$ cat config.mk
export PLATFORM = sky130hd
export DESIGN_NAME = rv_mem_arb
export DESIGN_NICKNAME = d
export VERILOG_FILES = /design/src/rtl/rv_mem_pkg.sv /design/src/rtl/rv_arb_starve.sv /design/src/rtl/rv_mem_arb.sv
export SDC_FILE = /design/constraint.sdc
export NUM_CORES = 1
export LEC_CHECK = 0
export CAP_MARGIN = 15
export CORE_AREA = 2 2 117 119
export CTS_CLUSTER_DIAMETER = 80
export CTS_CLUSTER_SIZE = 12
export DETAILED_ROUTE_END_ITERATION = 8
export DIE_AREA = 0 0 119 121
export GPL_ROUTABILITY_DRIVEN = 0
export HOLD_SLACK_MARGIN = 0.06
export PLACE_DENSITY = 0.73
export REMOVE_ABC_BUFFERS = 1
export SLEW_MARGIN = 10
export SYNTH_ARGS = -nofsm -noshare
export SYNTH_HDL_FRONTEND = slang
export SYNTH_HIERARCHICAL = 1
export SYNTH_SLANG_ARGS = --single-unit
$ cat constraint.sdc
create_clock -name clk -period 3.4 [get_ports clk]
set_input_delay 0.34 -clock clk [delete_from_list [all_inputs] [get_ports clk]]
set_output_delay 0.34 -clock clk [all_outputs]
set_load 0.01 [all_outputs]
$ cat src/rtl/rv_mem_pkg.sv
// Shared types and defaults for the unified-memory arbiter of the multicycle RISC-V core.
// The core control path and the debug/loader port both use this memory.
package rv_mem_pkg;

  localparam int MEM_LAT_DEF        = 2;
  localparam int DBG_STARVE_MAX_DEF = 4;

  // Wide enough for both MEM_LAT-1 and DBG_STARVE_MAX (each at most 15).
  localparam int CNT_W = 4;

  typedef enum logic [1:0] {
    IDLE   = 2'd0,
    ACCESS = 2'd1,
    DONE   = 2'd2
  } arb_state_t;

  typedef enum logic {
    OWN_CORE = 1'b0,
    OWN_DBG  = 1'b1
  } owner_t;

endpackage

$ cat src/rtl/rv_arb_starve.sv
// Grant decision for the memory arbiter: the core wins by default, and a saturating
// starvation count forces a debug grant after DBG_STARVE_MAX back-to-back core wins.
module rv_arb_starve
  import rv_mem_pkg::*;
#(
  parameter int DBG_STARVE_MAX = DBG_STARVE_MAX_DEF
) (
  input  logic clk,
  input  logic rst,
  input  logic core_req,
  input  logic dbg_req,
  input  logic arb_en,
  output logic grant_dbg,
  output logic grant_core
);

  localparam logic [CNT_W-1:0] STARVE_MAX = CNT_W'(DBG_STARVE_MAX);

  logic [CNT_W-1:0] starve_cnt;

  function automatic logic [CNT_W-1:0] sat_inc(input logic [CNT_W-1:0] v);
    if (v >= STARVE_MAX) begin
      return STARVE_MAX;
    end
    return v + 1'b1;
  endfunction

  always_comb begin
    grant_dbg  = arb_en && dbg_req && (!core_req || (starve_cnt == STARVE_MAX));
    grant_core = arb_en && core_req && !grant_dbg;
  end

  // Only IDLE cycles move the count; a losing debug request is the only way it grows.
  always_ff @(posedge clk or posedge rst) begin
    if (rst) begin
      starve_cnt <= '0;
    end else if (arb_en) begin
      if (grant_dbg || !dbg_req) begin
        starve_cnt <= '0;
      end else if (grant_core) begin
        starve_cnt <= sat_inc(starve_cnt);
      end
    end
  end

endmodule

$ cat src/rtl/rv_mem_arb.sv
// Arbiter/sequencer for the single-port unified instruction/data memory.
// It holds mem_en for MEM_LAT cycles, then returns a one-cycle ready pulse to the owner.
module rv_mem_arb
  import rv_mem_pkg::*;
#(
  parameter int AW             = 32,
  parameter int DW             = 32,
  parameter int MEM_LAT        = MEM_LAT_DEF,
  parameter int DBG_STARVE_MAX = DBG_STARVE_MAX_DEF
) (
  input  logic          clk,
  input  logic          rst,
  input  logic          core_req,
  input  logic          core_we,
  input  logic [AW-1:0] core_addr,
  input  logic [DW-1:0] core_wdata,
  output logic [DW-1:0] core_rdata,
  output logic          core_ready,
  input  logic          dbg_req,
  input  logic          dbg_we,
  input  logic [AW-1:0] dbg_addr,
  input  logic [DW-1:0] dbg_wdata,
  output logic [DW-1:0] dbg_rdata,
  output logic          dbg_ready,
  output logic          mem_en,
  output logic          mem_we,
  output logic [AW-1:0] mem_addr,
  output logic [DW-1:0] mem_wdata,
  input  logic [DW-1:0] mem_rdata,
  output logic          busy
);

  localparam logic [CNT_W-1:0] LAT_LOAD = CNT_W'(MEM_LAT - 1);

  arb_state_t       state;
  arb_state_t       state_nxt;
  owner_t           owner;
  logic [CNT_W-1:0] cyc_cnt;
  logic [DW-1:0]    core_rdata_q;
  logic [DW-1:0]    dbg_rdata_q;
  logic             arb_en;
  logic             grant_dbg;
  logic             grant_core;
  logic             in_access;
  logic             in_done;
  logic             own_dbg;

  assign arb_en    = (state == IDLE);
  assign in_access = (state == ACCESS);
  assign in_done   = (state == DONE);
  assign own_dbg   = (owner == OWN_DBG);

  rv_arb_starve #(
    .DBG_STARVE_MAX(DBG_STARVE_MAX)
  ) u_starve (
    .clk       (clk),
    .rst       (rst),
    .core_req  (core_req),
    .dbg_req   (dbg_req),
    .arb_en    (arb_en),
    .grant_dbg (grant_dbg),
    .grant_core(grant_core)
  );

  always_comb begin
    state_nxt = state;
    unique case (state)
      IDLE:    if (grant_core || grant_dbg) state_nxt = ACCESS;
      ACCESS:  if (cyc_cnt == '0) state_nxt = DONE;
      DONE:    state_nxt = IDLE;
      default: state_nxt = IDLE;
    endcase
  end

  // Grant stage: latch owner and load the access length.
  always_ff @(posedge clk or posedge rst) begin
    if (rst) begin
      state   <= IDLE;
      owner   <= OWN_CORE;
      cyc_cnt <= '0;
    end else begin
      state <= state_nxt;
      if (arb_en && (grant_core || grant_dbg)) begin
        owner   <= grant_dbg ? OWN_DBG : OWN_CORE;
        cyc_cnt <= LAT_LOAD;
      end else if (in_access && (cyc_cnt != '0)) begin
        cyc_cnt <= cyc_cnt - 1'b1;
      end
    end
  end

  // Completion stage: the owner keeps the returned word after its ready pulse.
  always_ff @(posedge clk or posedge rst) begin
    if (rst) begin
      core_rdata_q <= '0;
      dbg_rdata_q  <= '0;
    end else if (in_done) begin
      if (own_dbg) begin
        dbg_rdata_q <= mem_rdata;
      end else begin
        core_rdata_q <= mem_rdata;
      end
    end
  end

  always_comb begin
    mem_en    = in_access;
    mem_we    = in_access && (own_dbg ? dbg_we : core_we);
    mem_addr  = in_access ? (own_dbg ? dbg_addr : core_addr) : '0;
    mem_wdata = in_access ? (own_dbg ? dbg_wdata : core_wdata) : '0;
  end

  // mem_rdata only becomes valid in DONE, so the ready cycle bypasses the capture register.
  always_comb begin
    core_ready = in_done && !own_dbg;
    dbg_ready  = in_done && own_dbg;
    core_rdata = core_ready ? mem_rdata : core_rdata_q;
    dbg_rdata  = dbg_ready ? mem_rdata : dbg_rdata_q;
    busy       = !arb_en;
  end

endmodule

==> impl_summary.md, run 1 <==
GRT
The global-route wire length before repair is just over 20000 µm. After global routing the overflow that remains totals 0. The number of global-route vias before repair is 3876. The met2 track demand over resource is about a third. The global routing met1 resource utilization is 21.28%. Global routing consumed, over all layers together, a little under a fifth of the routing resources. The routing layer with the top usage in global route is met2. The initial antenna violation count is 1. Entering global routing, the biggest net connects 67 pins. Global routing consumed, on the met3 layer, around 6.3% of the routing resources.

Setup path
Setup slack on the worst reg-to-reg path comes out at 1520 ps. Grouping stages by cell kind, the critical path spends the most delay in buffers and inverters. The launch instance of the worst register-to-register path is state[0]$_DFFE_PP0P_. The endpoint identified for the worst register-to-register timing path is cyc_cnt[3]$_DFFE_PP0P_. Walking the worst path, the cells encountered are nor3b_4 -> buf_4 -> mux2_2 -> clkdlybuf4s50_1.

The largest individual stage delay along the critical path comes from the cell dfrtp_4. The required time at the endpoint of the critical path is ~3100 ps. The highest cell delay on the worst timing path is around 500 ps. The critical-path maximum fanout is 33. The arrival time of data at the critical path endpoint is around 2300 ps. The start-to-end type of the worst setup path is reg -> out. The cell depth of the worst flop-to-flop path is 6.

The worst setup path is launched from a register. The kind of end point of the critical path is an output pin. Tracing the worst setup path back leads to its startpoint at own_dbg$_DFFE_PP0P_. The buffer and inverter count on the worst path is 2.

Power
In this run the power density over the cells is a little over 800 nW/µm². The internal power of the cells totals 4.007 mW. Per report_power, the clock group accounts for between 10% and 20% of the total. The share of total power dissipated in sequential elements is between 20% and 30%.

Summed over all nets, the switching power comes to between 2 and 2.5 mW. The switching part of the total power is a little over a third. The power share of the combinational group is approximately 62%.

The cell leakage power is 3.114 nW. The worst supply voltage drop on vdd is ~0.33 mV.

Drt
Before antenna repair, the detailed router went through 4 iterations. The DRC violations left is 0. The routed design has around 14000 µm of wire. Across all layers, the routed design uses approximately 3800 vias.

After the first detailed-routing iteration, the DRC count stood at 156. The via count normalized by instance count is 4.584. In the final routed layout, each cell accounts on average for ~17 µm.

The detail route stage leaves a number of antenna-violating nets equal to 0.

Timing
The final critical-path required period is ~2700 ps. The worst-case clock skew is roughly 5.6 ps. Setup repair after global routing left no endpoint under its margin. After layout, the worst path uses 77.99% of the clock period.

Setup violations remaining at the end of the flow were counted as 0. Summed over all failing endpoints, the final setup total negative slack is 0 ps. The slew at the pin with the worst max-slew slack is 754.4 ps. The number of hold violations in the final report was 0. The number of slew-limit violations in the final report is 0.

Headroom to the max-slew limit came out at about half. Across all setup checks in the final design, the least slack found is about 750 ps. The maximum achievable frequency is roughly 380 MHz.

Synthesis
The distinct cell type count after synthesis is 37. The count of flip-flops with a built-in enable after synthesis is 0. The count of yosys warnings during synthesis is 6. The area fraction of the dominant cell type after synthesis is around 47%. Sequential elements use 47.02% of the synthesized area. The prevailing post-synth register cell is dfrtp_1. After synthesis, the cell types taking the most area are dfrtp_1 47%, mux2_2 18%, mux2i_1 16%. Summing every instance area after synthesis gives 3991 µm².

The synthesized design spends more area on one cell type than any other, namely dfrtp_1. The post-synthesis average cell area is approximately 11 µm². In the synthesized netlist, the number of instances is between 300 and 400. The fraction of registers with async set/reset is 100.0%. The register bit count reported by yosys is between 70 and 80.

Among all cell types in the netlist, the one instantiated most often is dfrtp_1. Counting instances in the post-synthesis netlist gives the leading cell types as 75 x dfrtp_1, 69 x nor2_1, 65 x mux2i_1, 63 x mux2_2, 17 x buf_2.

Clocking
The post-cts hold buffer count is 0. CTS placed an instance of clkbuf_16 at the clock tree root. No sink is reached through more buffers than the 2 on the longest clock path. The clock slew seen by the registers of the worst setup and hold paths is roughly 60 ps. Once the clock tree was built, the resizer swapped 0 gates to a different size. TritonCTS built the clock tree. The number of levels the H-tree was split into is 3. The number of post-CTS setup repair buffers is 0. The total clock buffers created by CTS is 9. The clock drives 75 sinks. The clock reaches the later pin of the worst-skew pair after approximately 330 ps.

Final layout
The number of non-filler instances in the completed layout is approximately 830. The area growth from synthesis to layout is 85.99%. Of the cells placed in the final design, the portion with a size suffix greater than 1 is 14.20%. The final standard cell utilization of the core is between 50% and 60%. The number of nets in the layout is 813. The final standard cell area without fillers is approximately 7400 µm².

Die
The starting density of the core is a little under a third. 299 I/O pins were placed. The vertical extent of the die is ~120 µm. The die covers ~14000 µm². The site row count is 42. The chip width is 119 µm. The core area is about 13000 µm².

Place
Summed over all nets, the half-perimeter wirelength after detailed placement is about 11000 µm. The count of port buffers added during placement is approximately 300. The placed instance count is 808. The minimum setup slack after placement is between 1000 and 1500 ps. Summing all placed instances gives a cell area of just over 7000 µm².

Flow run
The number of max-cap violations is 0.

Status
The run finished with clean final reports.

Worst hold path
The worst min-delay path class is in -> async.
[registers in the layout, indices dropped and copies added, names as in the netlist]
| signal | cells |
|---|---|
| dbg_rdata_q | 32 |
| u_starve/starve_cnt | 4 |
| state | 2 |
| cyc_cnt | 4 |
| own_dbg | 1 |
| core_rdata_q | 32 |
[cell type report]
cell class / count / area (µm²)
flip-flops and latches: 75 / 1881
fillers: 1122 / 5662
inverters: 11 / 41.29
clock buffers: 14 / 264.0
multi-input cells: 241 / 1957
diodes: 1 / 2.502
repair buffers: 305 / 3048
clock inverters: 2 / 10.01
well taps: 176 / 220.2
[power groups by stage]
stage	logic, mW	clock network (mW)	registers, mW
6_report	3.82	0.860	1.45
5_1_grt	4.09	0.930	1.50
4_1_cts	3.89	0.886	1.46
3_5_place_dp	3.87	0	1.47
3_3_place_gp	3.80	0	1.45
2_1_floorplan	1.71	0	1.54
[how the worst max path moves through the flow]
stage / end / slack (ps) / cells after the start
3_3_place_gp: mem_addr[22] / 1080 / 4
3_5_place_dp: core_rdata[5] / 1070 / 4
5_1_grt: mem_addr[30] / 610 / 4
6_report: core_rdata[16] / 750 / 4
2_1_floorplan: dbg_rdata[0] / -1210 / 2
4_1_cts: core_rdata[16] / 700 / 4
[per-stage QoR]
step / power (mW) / hold WS, ps
floorplan: 3.255 / 106.1
global placement: 5.250 / 467.2
detailed placement: 5.344 / 479.1
CTS: 6.231 / 242.6
global route: 6.518 / 265.4
finish: 6.137 / 250.5
[cells by family (layout without fill, tap and decap cells)]
kind of cell | after synthesis | after routing | share of synthesized area (%)
flip-flops | 75 | 75 | 47.02
AO/OA/AOI/OAI | 15 | 15 | 2.540
multiplexers | 129 | 129 | 34.36
AND/OR/NAND/NOR | 93 | 93 | 10.81
other | 0 | 1 | 0
adder cells (fa/ha/maj) | 4 | 4 | 1.254
buffers and inverters | 34 | 332 | 4.012
[placed cells by master, fill, tap and decap left out, types with 2 or more instances in the layout]
master	count
a21oi_1	4
and3_1	2
buf_4	6
clkbuf_1	3
clkbuf_16	9
clkbuf_8	2
clkdlybuf4s50_1	298
clkinv_2	2
dfrtp_1	74
ha_1	4
inv_1	10
mux2_2	63
mux2i_1	65
nand2_1	4
nand2b_2	2
nand3b_1	2
nor2_1	69
nor3_1	4
o21ai_0	2
[per-layer routing]
layer  vias to the layer above  routed length (µm)
met5                         -                   0
met4                         0                 404
met3                        23                1366
met2                       204                6566
met1                      1761                5285
li1                       1794                   -
Note: power is estimated with default switching activity, not from simulation.
==> inputs of run 2 (changes only) <==
--- a/config.mk
+++ b/config.mk
@@ -6,14 +6,14 @@
 export NUM_CORES = 1
 export LEC_CHECK = 0
 export CAP_MARGIN = 15
-export CORE_AREA = 2 2 117 119
+export CORE_MARGIN = 2
+export CORE_UTILIZATION = 31
 export CTS_CLUSTER_DIAMETER = 80
 export CTS_CLUSTER_SIZE = 12
 export DETAILED_ROUTE_END_ITERATION = 8
-export DIE_AREA = 0 0 119 121
 export GPL_ROUTABILITY_DRIVEN = 0
 export HOLD_SLACK_MARGIN = 0.06
-export PLACE_DENSITY = 0.73
+export PLACE_DENSITY = 0.77
 export REMOVE_ABC_BUFFERS = 1
 export SLEW_MARGIN = 10
 export SYNTH_ARGS = -nofsm -noshare
==> constraint.sdc (replaced) <==
create_clock -name clk -period 2.33 [get_ports clk]
set_input_delay 0.233 -clock clk [delete_from_list [all_inputs] [get_ports clk]]
set_output_delay 0.233 -clock clk [all_outputs]
set_load 0.01 [all_outputs]
==> run 2 against run 1 <==
  * Worst setup slack worse by 690 ps
  * Cell count shrank 0.36%
  * Count of clock-buffer cells in the layout shrank 1
  * Via count grew 0.79%
  * Clock power increased by 63%
  * Non-clock buffer count is 2 higher
  * Power grew 43%
  * First-iteration DRC count fell by 21%
  * Worst hold slack lost 98 ps
  * Die area fell by 4.2%
  * Sequential share of layout area fell by 0.11 points
  * Global-route usage is 1.9 points higher
  * Critical path type unchanged
  * Largest cell class unchanged
  * Highest routed layer unchanged
==> impl_summary.md, run 2 (synthesis gave the netlist of run 1 again) <==
GRT
The global-route wire length before repair is 21800 µm (+5.3%). The pin count of the biggest net entering global routing was 70 (+4.5%). The initial antenna violation count is 0 (-1). The global route total overflow is 0 (unchanged). The number of global-route vias before repair is 3985 (+2.8%).

The total track usage was 20.48% (+1.9 points).

Timing
The worst-case clock skew is 5.901 ps (+0.3459 ps). The worst setup margin was 56.20 ps (-692.2 ps). The number of slew-limit violations in the final report is 0 (unchanged). The slew at the pin with the worst max-slew slack came to 473.2 ps (-281.2 ps). The worst slew margin relative to its limit is 68.33% (+19 points). The setup violation total in the final timing report is 0 (unchanged).

The maximum achievable frequency is about 440 MHz. Setup repair after global routing could not meet its margin everywhere. The number of hold violations in the final report is 0 (unchanged). The share of the clock period used by the worst path after layout is a little over nine tenths. For the finished layout, the period the worst path requires is about 2300 ps.

The worst hold margin came to 152.0 ps (-98.44 ps).

Drt
The via count normalized by instance count is 4.637 (+1.2%). The aggregate routed wire length is 14410 µm (+5.8%). The number of design-rule violations left by the first detailed-router iteration came to 123 (-21%).

The final routed wire length divided by cell count was 17.53 µm (+6.1%). The DRC violations left is 0 (unchanged). The number of nets with antenna violations after detailed routing is 0 (unchanged).

The first-pass iteration count of the detailed router came to 4 (unchanged). The via count is 3812 (+0.79%).

Die
The vertical extent of the die is 117.5 µm (-2.9%). The count of pins on the block boundary came to 299 (unchanged). The chip width is 117.5 µm (-1.3%). The core area came to 12620 µm² (-3.6%).

The site row count is 41 (-2.4%). The overall die area was 13800 µm² (-4.2%). The starting density of the core is 31.63% (+1.1 points).

Final layout
In the layout the commonest cells are 233 x clkdlybuf4s50_1, 73 x dfrtp_1, 69 x nor2_1. Relative to the synthesized area, the layout overhead comes to 86.93%. The area of the multi-input gates came to 1957 µm² (unchanged).

The number of fill cells in the layout is 1084 (-3.4%). The leading cell type in the layout, fill and taps excluded is clkdlybuf4s50_1. The share of final-layout standard cells stronger than drive strength 1 was 14.77% (+0.57 points). The largest registers in the layout are core_rdata_q x32, dbg_rdata_q x32.

The number of nets in the layout is 815 (+0.25%). The combined flip-flop and latch cell area is 1882 µm² (about the same). The number of diodes added for antenna fixing came to 0 (-1).

Place
The count of port buffers added during placement is 298 (unchanged). The minimum setup slack after placement is 244.8 ps (-826.1 ps). The estimated wirelength of the detail-placed design is 11620 µm (+4.1%).

Setup path
Walking the worst path, the cells encountered are buf_12 -> mux2i_1 -> nor2_1 -> clkdlybuf4s50_1. The critical-path maximum fanout is 34 (+3.0%). The required time at the endpoint of the critical path was 2100 ps (-960 ps). The arrival time of data at the critical path endpoint is 2040 ps (-270 ps).

STA classifies the critical path startpoint as a register. For this design, the slowest cell found on the critical path is clkdlybuf4s50_1. The start-to-end type of the worst setup path is reg -> out. The cell depth of the worst flop-to-flop path is 6 (unchanged). The highest cell delay on the worst timing path is 490 ps (about the same). The worst setup path is captured at an output pin.

Flow run
The number of max-cap violations is 0 (unchanged).

Clocking
TritonCTS built the clock tree. The maximum number of buffers from clock root to sink was 2 (unchanged). In this run the clock root is driven by a clkbuf_16. The clock slew seen by the registers of the worst setup and hold paths came to 60 ps (about the same).

The post-cts hold buffer count came to 0 (unchanged). The clock latency on the worst-skew pair is 330 ps (about the same). The total clock buffers created by CTS came to 9 (unchanged). The clock net sink count is 75 (unchanged). The number of levels the H-tree was split into came to 3 (unchanged).

Power
The worst supply voltage drop on vdd is 0.4798 mV (+44%). The power density over cell area was 1174 nW/µm² (+42%). The cell leakage power is 3.306 nW (+6.2%).

Status
The run finished with clean final reports.

Worst hold path
The worst min-delay path class is in -> async.
==> run 2: cell types whose count changed in the layout (fill, tap and decap cells not counted), moves of 2 or more <==
cell and delta:
dlygate4sd2_1 +64, clkdlybuf4s50_1 -65, buf_12 +4, buf_4 -4, clkinv_2 -2
==> run 2: repair_timing <==
item	4_1_cts	5_1_grt
cloned	1	0
endpoints found under the hold margin	0	0
buffers inserted	1	0
gates resized for setup	67	1
setup endpoints to repair	75	3
==> run 2: where the power goes <==
| part | switching [mW] | total (mW) | leakage, nW | internal [mW] |
|---|---|---|---|---|
| Clock | 0.512 | 1.40 | 0.146 | 0.892 |
| Combinational | 2.43 | 5.22 | 2.24 | 2.79 |
| Sequential | 0.212 | 2.13 | 0.918 | 1.92 |
| Total | 3.16 | 8.76 | 3.31 | 5.60 |
==> run 2: layout make-up <==
cell class	count	area share, %
Multi-Input combinational cell	241	26.23
Clock inverter	3	0.6205
Tap cell	172	2.884
Sequential cell	75	25.22
Timing Repair Buffer	307	41.00
Inverter	11	0.5534
Clock buffer	13	3.488
==> run 2: per-layer routing <==
layer / up-vias / part of all wire [%] / wire length, µm / track usage, %
li1: 1798 / - / - / -
met1: 1817 / 38 / 5488 / 22.72
met2: 175 / 53 / 7602 / 38.30
met3: 22 / 6.6 / 946 / 4.070
met4: 0 / 2.6 / 369 / 7.982
met5: - / 0 / 0 / 0
==> run 2: worst max-delay path: cells and delay by family (launching register included) <==
kind          cells  cell delay [ps]
mux               1              410
simple gates      1               80
buf+inv           2              730
flops             1              460
==> run 2: path summary, 6_finish.rpt <==
path,slack [ps],from,to
max,60,own_dbg$_DFFE_PP0P_,mem_wdata[12]
min,150,rst,u_starve/starve_cnt[0]$_DFFE_PP0P_
max reg2reg,710,state[0]$_DFFE_PP0P_,cyc_cnt[3]$_DFFE_PP0P_
min reg2reg,490,core_rdata_q[25]$_DFFE_PP0P_,core_rdata_q[25]$_DFFE_PP0P_
max in group asynchronous,1470,rst,dbg_rdata_q[12]$_DFFE_PP0P_
min in group clk,490,core_rdata_q[25]$_DFFE_PP0P_,core_rdata_q[25]$_DFFE_PP0P_
==> run 2: metrics by stage <==
stage                     power [mW]  util [%]  area (µm²)  setup TNS, ps  instances
after floorplan                4.750         -        3872        -253820        327
after global placement         7.689     56.99        7192              0        804
after detailed placement       7.853     56.99        7192              0        804
after CTS                      8.859     59.10        7458              0        822
after global routing           9.253     59.12        7461         -27.96        822
final                          8.756     59.12        7461              0        822
==> inputs of run 3 (changes only) <==
--- a/config.mk
+++ b/config.mk
@@ -5,14 +5,14 @@
 export SDC_FILE = /design/constraint.sdc
 export NUM_CORES = 1
 export LEC_CHECK = 0
-export CAP_MARGIN = 15
+export CAP_MARGIN = 10
 export CORE_MARGIN = 2
 export CORE_UTILIZATION = 31
 export CTS_CLUSTER_DIAMETER = 80
 export CTS_CLUSTER_SIZE = 12
 export DETAILED_ROUTE_END_ITERATION = 8
 export GPL_ROUTABILITY_DRIVEN = 0
-export HOLD_SLACK_MARGIN = 0.06
+export HOLD_SLACK_MARGIN = 0.08
 export PLACE_DENSITY = 0.77
 export REMOVE_ABC_BUFFERS = 1
 export SLEW_MARGIN = 10
==> results of run 3 <==
The final DEF is identical to that of run 2; final timing and power are the same.
